<file path="config.mk">
export PLATFORM = sky130hd
export DESIGN_NAME = video_sync_gen
export DESIGN_NICKNAME = d
export VERILOG_FILES = /design/src/rtl/video_sync_gen.sv
export SDC_FILE = /design/constraint.sdc
export NUM_CORES = 1
export LEC_CHECK = 0
export CORE_ASPECT_RATIO = 0.6
export CORE_MARGIN = 1.5
export CORE_UTILIZATION = 52
export DETAILED_ROUTE_END_ITERATION = 12
export PLACE_DENSITY = 0.79
export SETUP_SLACK_MARGIN = 0.3
export SYNTH_ARGS = -nofsm -noshare
export SYNTH_HDL_FRONTEND = slang
export SYNTH_SLANG_ARGS = --single-unit
</file>
<file path="constraint.sdc">
create_clock -name char_clock -period 2.8 [get_ports char_clock]
set_input_delay 0.28 -clock char_clock [delete_from_list [all_inputs] [get_ports char_clock]]
set_output_delay 0.28 -clock char_clock [all_outputs]
set_load 0.02 [all_outputs]
</file>
<file path="src/rtl/video_sync_gen.sv">
// ---------------------------------------------------------------------------
// video_sync_gen
//
// Character-granular timing generator for the 800x600@60 Hz output path.
// One char_clock = 8 pixels. The horizontal and vertical counters step
// through a full frame, including the blanking positions. Two decodes come
// with the counters:
//   - pre_visible / frame_tick are registered from the next-state counters,
//     so they describe the counter values present in the same cycle.
//   - hsync / vsync are registered from the current counters, so they are
//     one clock late. This matches the render stage's registered colour
//     output.
// Every output comes straight from a flop. vsync also clocks downstream
// motion logic, so it must never glitch.
//
// This block has no handshake. The outputs are a free-running stream that
// is valid on every clock once reset has been sampled.
//
// Ports:
//   char_clock   in   character clock, the only clock
//   reset        in   synchronous, active-high reset
//   char_count   out  [7:0]  horizontal character position, 0..H_TOTAL-1
//   line_count   out  [11:0] vertical line position, 0..V_TOTAL-1
//   pre_visible  out  current (char_count, line_count) is in the active area
//   hsync        out  horizontal sync, one clock behind the counters
//   vsync        out  vertical sync, one clock behind the counters
//   frame_tick   out  one-clock pulse while the counters are at (0,0)
// ---------------------------------------------------------------------------
module video_sync_gen #(
    parameter int   H_VISIBLE  = 100,
    parameter int   H_FRONT    = 5,
    parameter int   H_SYNC     = 16,
    parameter int   H_BACK     = 11,
    parameter int   V_VISIBLE  = 600,
    parameter int   V_FRONT    = 1,
    parameter int   V_SYNC     = 4,
    parameter int   V_BACK     = 23,
    parameter logic H_SYNC_POL = 1'b1,
    parameter logic V_SYNC_POL = 1'b1
) (
    input  logic        char_clock,
    input  logic        reset,
    output logic [7:0]  char_count,
    output logic [11:0] line_count,
    output logic        pre_visible,
    output logic        hsync,
    output logic        vsync,
    output logic        frame_tick
);

    localparam int H_TOTAL = H_VISIBLE + H_FRONT + H_SYNC + H_BACK;
    localparam int V_TOTAL = V_VISIBLE + V_FRONT + V_SYNC + V_BACK;

    // Counter-width constants. The elaboration checks below make sure
    // these casts never truncate.
    localparam logic [7:0]  H_MAX      = 8'(H_TOTAL - 1);
    localparam logic [7:0]  H_VIS      = 8'(H_VISIBLE);
    localparam logic [7:0]  H_SYNC_BEG = 8'(H_VISIBLE + H_FRONT);
    localparam logic [7:0]  H_SYNC_END = 8'(H_VISIBLE + H_FRONT + H_SYNC - 1);
    localparam logic [11:0] V_MAX      = 12'(V_TOTAL - 1);
    localparam logic [11:0] V_VIS      = 12'(V_VISIBLE);
    localparam logic [11:0] V_SYNC_BEG = 12'(V_VISIBLE + V_FRONT);
    localparam logic [11:0] V_SYNC_END = 12'(V_VISIBLE + V_FRONT + V_SYNC - 1);

    // Elaboration-time guards on the geometry.
    if (H_TOTAL > 256) begin : g_bad_h_total
        $error("video_sync_gen: H_TOTAL exceeds the 8-bit char_count range");
    end
    if (V_TOTAL > 4096) begin : g_bad_v_total
        $error("video_sync_gen: V_TOTAL exceeds the 12-bit line_count range");
    end
    if (H_FRONT < 1 || H_SYNC < 1 || H_BACK < 1) begin : g_bad_h_porch
        $error("video_sync_gen: horizontal porch/sync widths must be non-zero");
    end
    if (V_FRONT < 1 || V_SYNC < 1 || V_BACK < 1) begin : g_bad_v_porch
        $error("video_sync_gen: vertical porch/sync widths must be non-zero");
    end

    logic        h_wrap;
    logic [7:0]  char_next;
    logic [11:0] line_next;
    logic        pre_visible_next;
    logic        frame_tick_next;
    logic        hsync_active;
    logic        vsync_active;

    always_comb begin
        h_wrap           = (char_count == H_MAX);
        char_next        = char_count + 8'd1;
        line_next        = line_count;
        pre_visible_next = 1'b0;
        frame_tick_next  = 1'b0;
        hsync_active     = 1'b0;
        vsync_active     = 1'b0;

        if (h_wrap) begin
            char_next = '0;
            // The line only advances on the horizontal wrap. At the last
            // line, both counters wrap together and land on (0,0).
            if (line_count == V_MAX) begin
                line_next = '0;
            end else begin
                line_next = line_count + 12'd1;
            end
        end

        // Decoded from the next-state counters so that, once registered,
        // each flag lines up with the counters it describes.
        pre_visible_next = (char_next < H_VIS) && (line_next < V_VIS);
        frame_tick_next  = (char_next == '0) && (line_next == '0);

        // Decoded from the current counters. This makes the registered sync
        // one clock late, which matches the render stage's output register.
        hsync_active = (char_count >= H_SYNC_BEG) && (char_count <= H_SYNC_END);
        vsync_active = (line_count >= V_SYNC_BEG) && (line_count <= V_SYNC_END);
    end

    always_ff @(posedge char_clock) begin
        if (reset) begin
            // Park on the last blanking position. The first clock after
            // release then lands cleanly on (0,0).
            char_count  <= H_MAX;
            line_count  <= V_MAX;
            pre_visible <= 1'b0;
            frame_tick  <= 1'b0;
            hsync       <= ~H_SYNC_POL;
            vsync       <= ~V_SYNC_POL;
        end else begin
            char_count  <= char_next;
            line_count  <= line_next;
            pre_visible <= pre_visible_next;
            frame_tick  <= frame_tick_next;
            hsync       <= hsync_active ? H_SYNC_POL : ~H_SYNC_POL;
            vsync       <= vsync_active ? V_SYNC_POL : ~V_SYNC_POL;
        end
    end

endmodule

</file>
==> results.md, run 1 <==
Status:
- The flow ran to the end, but the final reports show violations.
- The final reports fail on design-rule violations.

Layout:
- Relative to the synthesized area, the layout overhead comes to 23.5%.
- The layout has 208 filler cells.
- Cells with a size suffix above 1 make up 10.6% of the layout.
- The number of antenna diodes in the final layout is 0.
- The total number of nets in the final design is 209.
- The top cell types in the final layout, fill and taps aside, are 25 x sky130_fd_sc_hd__clkdlybuf4s50_1, 20 x sky130_fd_sc_hd__dfxtp_1, 13 x sky130_fd_sc_hd__nand2_1.
- The footprint of the multi-input gates is 921 sq um.
- Across the whole layout, storage elements account for 488 sq um.
- Leaving out fill and tap cells, the most frequent cell in the layout is sky130_fd_sc_hd__clkdlybuf4s50_1.

Logic synthesis:
- The net count after synthesis is 185.
- The post-synthesis area per instance is 8.42 sq um.
- The cell type with the highest aggregate area in the netlist is sky130_fd_sc_hd__dfxtp_1.
- By area the synthesized netlist is led by sky130_fd_sc_hd__dfxtp_1 33%, sky130_fd_sc_hd__ha_1 6.8%, sky130_fd_sc_hd__xnor2_1 5.4%, sky130_fd_sc_hd__nand3_1 3.4%, sky130_fd_sc_hd__nand4_1 3.4%.
- The Yosys step of the flow raised 0 warnings.
- Yosys mapped a number of flops with a built-in enable equal to 0.
- The synthesized netlist occupies a cell area of 1470 sq um.
- The top cell type by area accounts for 32.6% of the synthesized area.
- Among all flip-flop cells after synthesis, the most frequent one is sky130_fd_sc_hd__dfxtp_1.
- In this run, synthesis produced a sequential element count of 24.
- For this run, the register share of the synthesized area comes to 32.6%.
- The post-synthesis cell type count is 44.
- Of all flip-flops after synthesis, the portion carrying an async set or reset was 0%.
- In the synthesized netlist, the number of instances is 175.

Worst setup path:
- STA puts the critical path data required time at 2.97 ns.
- The class of the most critical setup path is reg -> reg.
- The biggest fanout along the worst timing path is 10.
- The largest stage delay on the critical path is 0.41 ns.
- The category of the worst setup path capture point is a flip-flop.
- The slowest stage cell on the critical path is sky130_fd_sc_hd__dfxtp_2.
- The category of the worst setup path launch point is a flip-flop.
- The arrival time of the worst setup path is 2.56 ns.
- Traced cell by cell, the critical path runs through ha_2 > and4bb_4 > nand2_1 > or2_2 > a2111o_1 > a2111oi_2.

Detailed routing:
- The initial DRC count is 125.
- In the routed layout, each cell is associated on average with a via count of 6.10.
- The total iterations of the first detailed-routing run is 9.
- The final layout contains routed wiring with a total length of 3.87 mm.
- In the routed design, unresolved DRC markers number 1.
- The detailed router placed 1404 vias in this run.
- After detailed routing, the average wire length per cell comes to 16.8 um.
- In this run the remaining antenna-violating nets after routing total 0.

STA:
- The final count of pins violating max slew is 0.
- Setup violations remaining at the end of the flow were counted as 0.
- The worst clock skew on the final layout is 0.00691 ns.
- For this run, the top clock speed supported by timing is 418 MHz.
- The shortest clock period the worst path allows after layout is 2.39 ns.
- Setup repair after global routing left no endpoint under its margin.
- The total negative slack for setup checks is 0 ns.
- The hold violation total from the final report is 0.
- The final clock period utilization by the worst path is 85.5%.
- The transition time at the pin with the least slew margin is 0.527 ns.
- The remaining max-slew budget at the tightest pin is 64.8%.

Clock network:
- The insertion delay of the later-clocked pin in the worst-skew pair is 0.27 ns.
- The clock-pin slew on the worst setup and hold paths is 0.09 ns.
- The maximum clock insertion buffer count is 2.
- The clock root buffer is sky130_fd_sc_hd__clkbuf_8.
- TritonCTS built the clock tree.
- The number of sinks driven by the clock tree is 24.
- The clock buffer count from CTS is 3.
- CTS built an H-tree with a depth of 1.
- The number of setup buffers added after CTS is 0.

Pwr:
- Net switching is 43.5% of the power.
- The share of power burned in the clock network is 16.2%.
- Summed over all nets, the switching power comes to 813 uW.
- After layout, the design draws a total of 1.87 mW.
- The sequential fraction of design power is 32.7%.
- IR analysis of the VDD net gives a maximum drop of 0.000806 V.
- The part of the power in combinational logic is 51.1%.
- The power per unit of standard cell area is 1030 nW/um^2.
- In this run the static leakage power is 0.747 nW.
- The internal cell power is 1.05 mW.

Placement:
- The placer's final routability congestion estimate is 0.917.
- The number of port buffers is 25.
- The HPWL after detailed placement is 2.87 mm.

Run:
- Across the run, the number of max-cap violations was 0.

Floorplan:
- Measured along the x axis, the die boundary spans 71.7 um.
- The initial standard-cell utilization of the core is 56.8%.
- The core region is 2590 sq um.
- The floorplan step set the die height to 44.2 um.
- Pin placement for this block handled 26 I/O pins.
- In this run the core area contains 14 standard-cell rows.
- The floorplan step defined a die boundary enclosing 3170 sq um.

Global route:
- The number of antenna violations at the first check in global routing is 0.
- Summed over all layers, the global routing overflow is 0.
- The largest net degree at the start of global routing is 15.
- In the global route stage, overall resource usage came out at 26.4%.
- The via count of the first global-routing pass is 1232.
- The first global-routing pass estimated 6.38 mm of wire.

Min path:
- The worst hold path belongs to the class reg -> reg.
## cell type report
class / instances / share of cell area [%]
repair buffers: 27 / 14.6
inverters: 9 / 1.86
flip-flops and latches: 24 / 26.8
clock inverters: 1 / 1.65
clock buffers: 3 / 2.27
multi-input cells: 134 / 50.6
well taps: 32 / 2.20
## power by group through the flow
stage	registers [mW]	logic (mW)	clock network [mW]
4_1_cts	0.594	0.934	0.311
5_1_grt	0.628	1.04	0.321
6_report	0.610	0.954	0.302
3_5_place_dp	0.600	0.915	0
2_1_floorplan	0.614	0.604	0
3_3_place_gp	0.593	0.908	0
## repair_timing
item	4_1_cts	5_1_grt
gates resized for setup	1	6
setup endpoints to repair	1	2
hold buffers	0	0
## cells in the mapped netlist (all sizes together) (4+ instances only)
cell type	count
dfxtp	24
nand2	13
nor2	12
nand3	10
inv	9
xnor2	9
ha	8
nand4	8
o21ai	8
nor3	7
a21oi	6
buf	6
xor2	5
a21o	4
and2	4
nor2b	4
or2	4
## cell families (layout without fill, tap and decap cells)
kind of cell,count (synthesis),in the layout,synth area share [%]
and+or+nand+nor,78,78,29.9
AOI/OAI and AO/OA,32,32,15.5
DFF,24,24,32.6
buffers and inverters,17,40,5.44
xor gates and xnor gates,14,14,8.33
adders and majority gates,8,8,6.80
muxes,2,2,1.36
## metal layers
metal	wire [um]	up-vias	track usage [%]
met5	0	-	0
met4	12	0	3.02
met3	319	2	5.92
met2	1690	76	39.6
met1	1840	654	40.0
li1	-	672	-
## flip-flops by register name, indices dropped and copies added (netlist names)
signal and flops:
line_count 12, char_count 8, frame_tick 1, hsync 1, pre_visible 1, vsync 1
## path summary, 6_finish.rpt
kind                                   end          start  slack, ns  cells after the start
worst min register to register       hsync  char_count[5]       0.58                      2
worst max-delay path            frame_tick  char_count[0]       0.41                      6
worst min-delay path                 hsync  char_count[5]       0.58                      2
worst max register to register  frame_tick  char_count[0]       0.41                      6
## stage by stage
step / worst slack (ns) / cell area (sq um) / cells / hold slack, ns / util, %
2_1_floorplan: 0.385 / 1470 / 175 / 0.403 / -
3_3_place_gp: 0.423 / 1730 / 226 / 0.541 / 66.8
3_5_place_dp: 0.303 / 1730 / 226 / 0.563 / 66.8
4_1_cts: 0.330 / 1810 / 230 / 0.578 / 69.6
5_1_grt: 0.303 / 1820 / 230 / 0.605 / 70.2
6_report: 0.406 / 1820 / 230 / 0.581 / 70.2
## worst max-delay path: cells and delay by family (launching register included)
kind | cells | cell delay [ns]
AOI/OAI and AO/OA | 2 | 0.71
and+or+nand+nor | 3 | 0.91
DFF | 1 | 0.41
adders and majority gates | 1 | 0.27
(Power assumes the default switching activity.)
==> inputs of run 2 (changes only) <==
--- a/config.mk
+++ b/config.mk
@@ -9,6 +9,7 @@
 export CORE_MARGIN = 1.5
 export CORE_UTILIZATION = 52
 export DETAILED_ROUTE_END_ITERATION = 12
+export GPL_ROUTABILITY_DRIVEN = 0
 export PLACE_DENSITY = 0.79
 export SETUP_SLACK_MARGIN = 0.3
 export SYNTH_ARGS = -nofsm -noshare
==> results.md, run 2 (synthesis gave the netlist of run 1 again) <==
Worst setup path:
- STA classifies the critical path startpoint as a flip-flop.
- The category of the worst setup path capture point is a flip-flop.
- The biggest fanout along the worst timing path is 8 (-2).
- The arrival time of the worst setup path came to 2.52 ns (-0.04 ns).
- The required time of the worst setup path is 2.97 ns (about the same).
- The worst setup path is of the reg -> reg kind.

Layout:
- The fraction of final layout cells sized beyond drive strength 1 was 10.6% (unchanged).
- The total number of nets in the final design was 209 (unchanged).
- The total of fill cells in the finished design is 216 (+3.8%).
- The count of antenna diodes in the layout is 0 (unchanged).
- The library cell used most frequently in the layout, excluding fill and tap cells, is sky130_fd_sc_hd__clkdlybuf4s50_1.
- The largest registers in the layout are line_count (12), char_count (8).
- The number of flip-flops in the largest register is 12 (unchanged).
- The library cells used most frequently in the layout, excluding fill and tap cells, are 25 x sky130_fd_sc_hd__clkdlybuf4s50_1, 20 x sky130_fd_sc_hd__dfxtp_1, 12 x sky130_fd_sc_hd__nand2_1, 12 x sky130_fd_sc_hd__nor2_1, 10 x sky130_fd_sc_hd__nand3_1.
- From synthesis to final layout, the design area changed by 23.1%.
- The register with the highest flop count is line_count.

Detailed routing:
- The average detailed-routed wire length per instance came to 16.7 um (-0.83%).
- The total number of vias is 1411 (+0.50%).
- The number of DRC violations after detailed routing came to 1 (unchanged).
- The count of antenna-violating nets left after detailed routing is 0 (unchanged).
- The aggregate routed wire length is 3.83 mm (-0.83%).
- The average via count per standard cell was 6.13 (+0.50%).
- The initial DRC count is 169 (+35%).
- The total iterations of the first detailed-routing run came to 8 (-1).

STA:
- The total negative slack for setup checks is 0 ns (unchanged).
- The top achievable clock speed was 426 MHz (+2.0%).
- The worst clock skew on the final layout is 0.00872 ns (+0.00181 ns).
- The transition time at the pin with the least slew margin is 0.537 ns (+0.0103 ns).
- The shortest clock period the worst path allows after layout is 2.35 ns (-0.0458 ns).
- The hold violation total from the final report is 0 (unchanged).
- The final clock period utilization by the worst path is 83.9% (-1.6 points).
- The remaining max-slew budget at the tightest pin is 64.1% (-0.69 points).
- The final setup violation count was 0 (unchanged).
- The final count of pins violating max slew is 0 (unchanged).
- Setup repair after global routing left no endpoint under its margin.

Clock network:
- The H-tree depth is 1 (unchanged).
- The insertion delay of the later-clocked pin in the worst-skew pair is 0.27 ns (about the same).
- The clock-pin slew on the worst setup and hold paths was 0.09 ns (about the same).
- The maximum clock insertion buffer count is 2 (unchanged).
- The number of sinks driven by the clock tree is 24 (unchanged).
- In this run the clock root is driven by a sky130_fd_sc_hd__clkbuf_8.
- The clock buffer count from CTS is 3 (unchanged).
- The number of setup buffers added after CTS came to 0 (unchanged).
- The clock tree from TritonCTS is built.

Floorplan:
- The initial standard-cell utilization of the core is 56.8% (unchanged).
- The overall die width is 71.7 um (unchanged).
- The vertical die dimension is 44.2 um (unchanged).
- The core footprint is 2590 sq um (unchanged).
- The boundary pin count is 26 (unchanged).
- The area enclosed by the die boundary came to 3170 sq um (unchanged).
- The number of placement rows is 14 (unchanged).

Pwr:
- The post-layout total power was 1.85 mW (-0.76%).
- The standby leakage power is 0.744 nW (-0.36%).
- The worst vdd rail ir drop is 0.000564 V (-30%).
- The power per unit of standard cell area is 1020 nW/um^2 (-0.42%).

Global route:
- The residual overflow from global routing is 0 (unchanged).
- The number of antenna violations at the first check in global routing is 0 (unchanged).
- The largest net degree at the start of global routing is 15 (unchanged).
- The overall track demand over capacity in global routing is 25.1% (-1.3 points).
- The global-route wire length before repair is 6.09 mm (-4.4%).
- The via count of the first global-routing pass was 1252 (+1.6%).

Placement:
- The number of port buffers came to 25 (unchanged).
- The HPWL after detailed placement came to 2.82 mm (-1.7%).

Status:
- The final reports fail on design-rule violations.
- The flow ran to the end, but the final reports show violations.

Min path:
- The path type of the worst min-delay path is reg -> reg.

Run:
- The max-cap violation count was 0 (unchanged).
-- run 2: metrics by stage --
step | std cells | cell area (sq um) | hold slack [ns] | setup slack [ns] | utilization [%]
CTS | 230 | 1810 | 0.565 | 0.309 | 69.6
finish | 230 | 1810 | 0.564 | 0.451 | 69.9
detailed placement | 226 | 1730 | 0.551 | 0.288 | 66.8
global route | 230 | 1810 | 0.599 | 0.302 | 69.9
floorplan | 175 | 1470 | 0.403 | 0.385 | -
global placement | 226 | 1730 | 0.539 | 0.443 | 66.8
-- run 2: routing by layer --
layer / part of all wire (%) / up-vias / global-route usage [%]
li1: - / 671 / -
met5: 0 / - / 0
met1: 47 / 663 / 37.8
met3: 9.7 / 4 / 5.69
met4: 0.50 / 0 / 4.15
met2: 43 / 73 / 37.0
-- run 2: what timing repair did --
item                                   4_1_cts  5_1_grt
gates resized for setup                      1        5
setup endpoints to repair                    1        2
hold buffers                                 0        0
pin swaps                                    0        0
endpoints found under the hold margin        0        0
-- run 2: area by class of cell --
| cell class | instances | area, sq um | share of cell area, % |
|---|---|---|---|
| clock inverter | 1 | 30.0 | 1.66 |
| sequential | 24 | 485 | 26.8 |
| clock buffer | 3 | 41.3 | 2.28 |
| tap | 32 | 40.0 | 2.21 |
| inverter | 9 | 33.8 | 1.86 |
| timing repair buffer | 27 | 265 | 14.6 |
| multi-input combinational | 134 | 917 | 50.6 |
-- run 2: critical path, stage by stage (launching register included) --
cell and delay (ns):
sky130_fd_sc_hd__dfxtp_2 0.41, sky130_fd_sc_hd__ha_2 0.26, sky130_fd_sc_hd__and4bb_4 0.29, sky130_fd_sc_hd__and4_1 0.27, sky130_fd_sc_hd__mux2i_1 0.22, sky130_fd_sc_hd__a32oi_1 0.10, sky130_fd_sc_hd__a2111o_1 0.37, sky130_fd_sc_hd__a2111oi_2 0.34
-- run 2: where the power goes --
part / internal [mW] / switching, mW / leakage, nW
logic: 0.416 / 0.529 / 0.513
registers: 0.427 / 0.180 / 0.195
clock network: 0.191 / 0.109 / 0.0357
-- run 2: path summary, 6_finish.rpt --
kind                      start          to  slack [ns]  cells after the start
hold reg to reg   char_count[5]       hsync        0.56                      2
setup reg to reg  char_count[0]  frame_tick        0.45                      7
setup / recovery  char_count[0]  frame_tick        0.45                      7
hold / removal    char_count[5]       hsync        0.56                      2
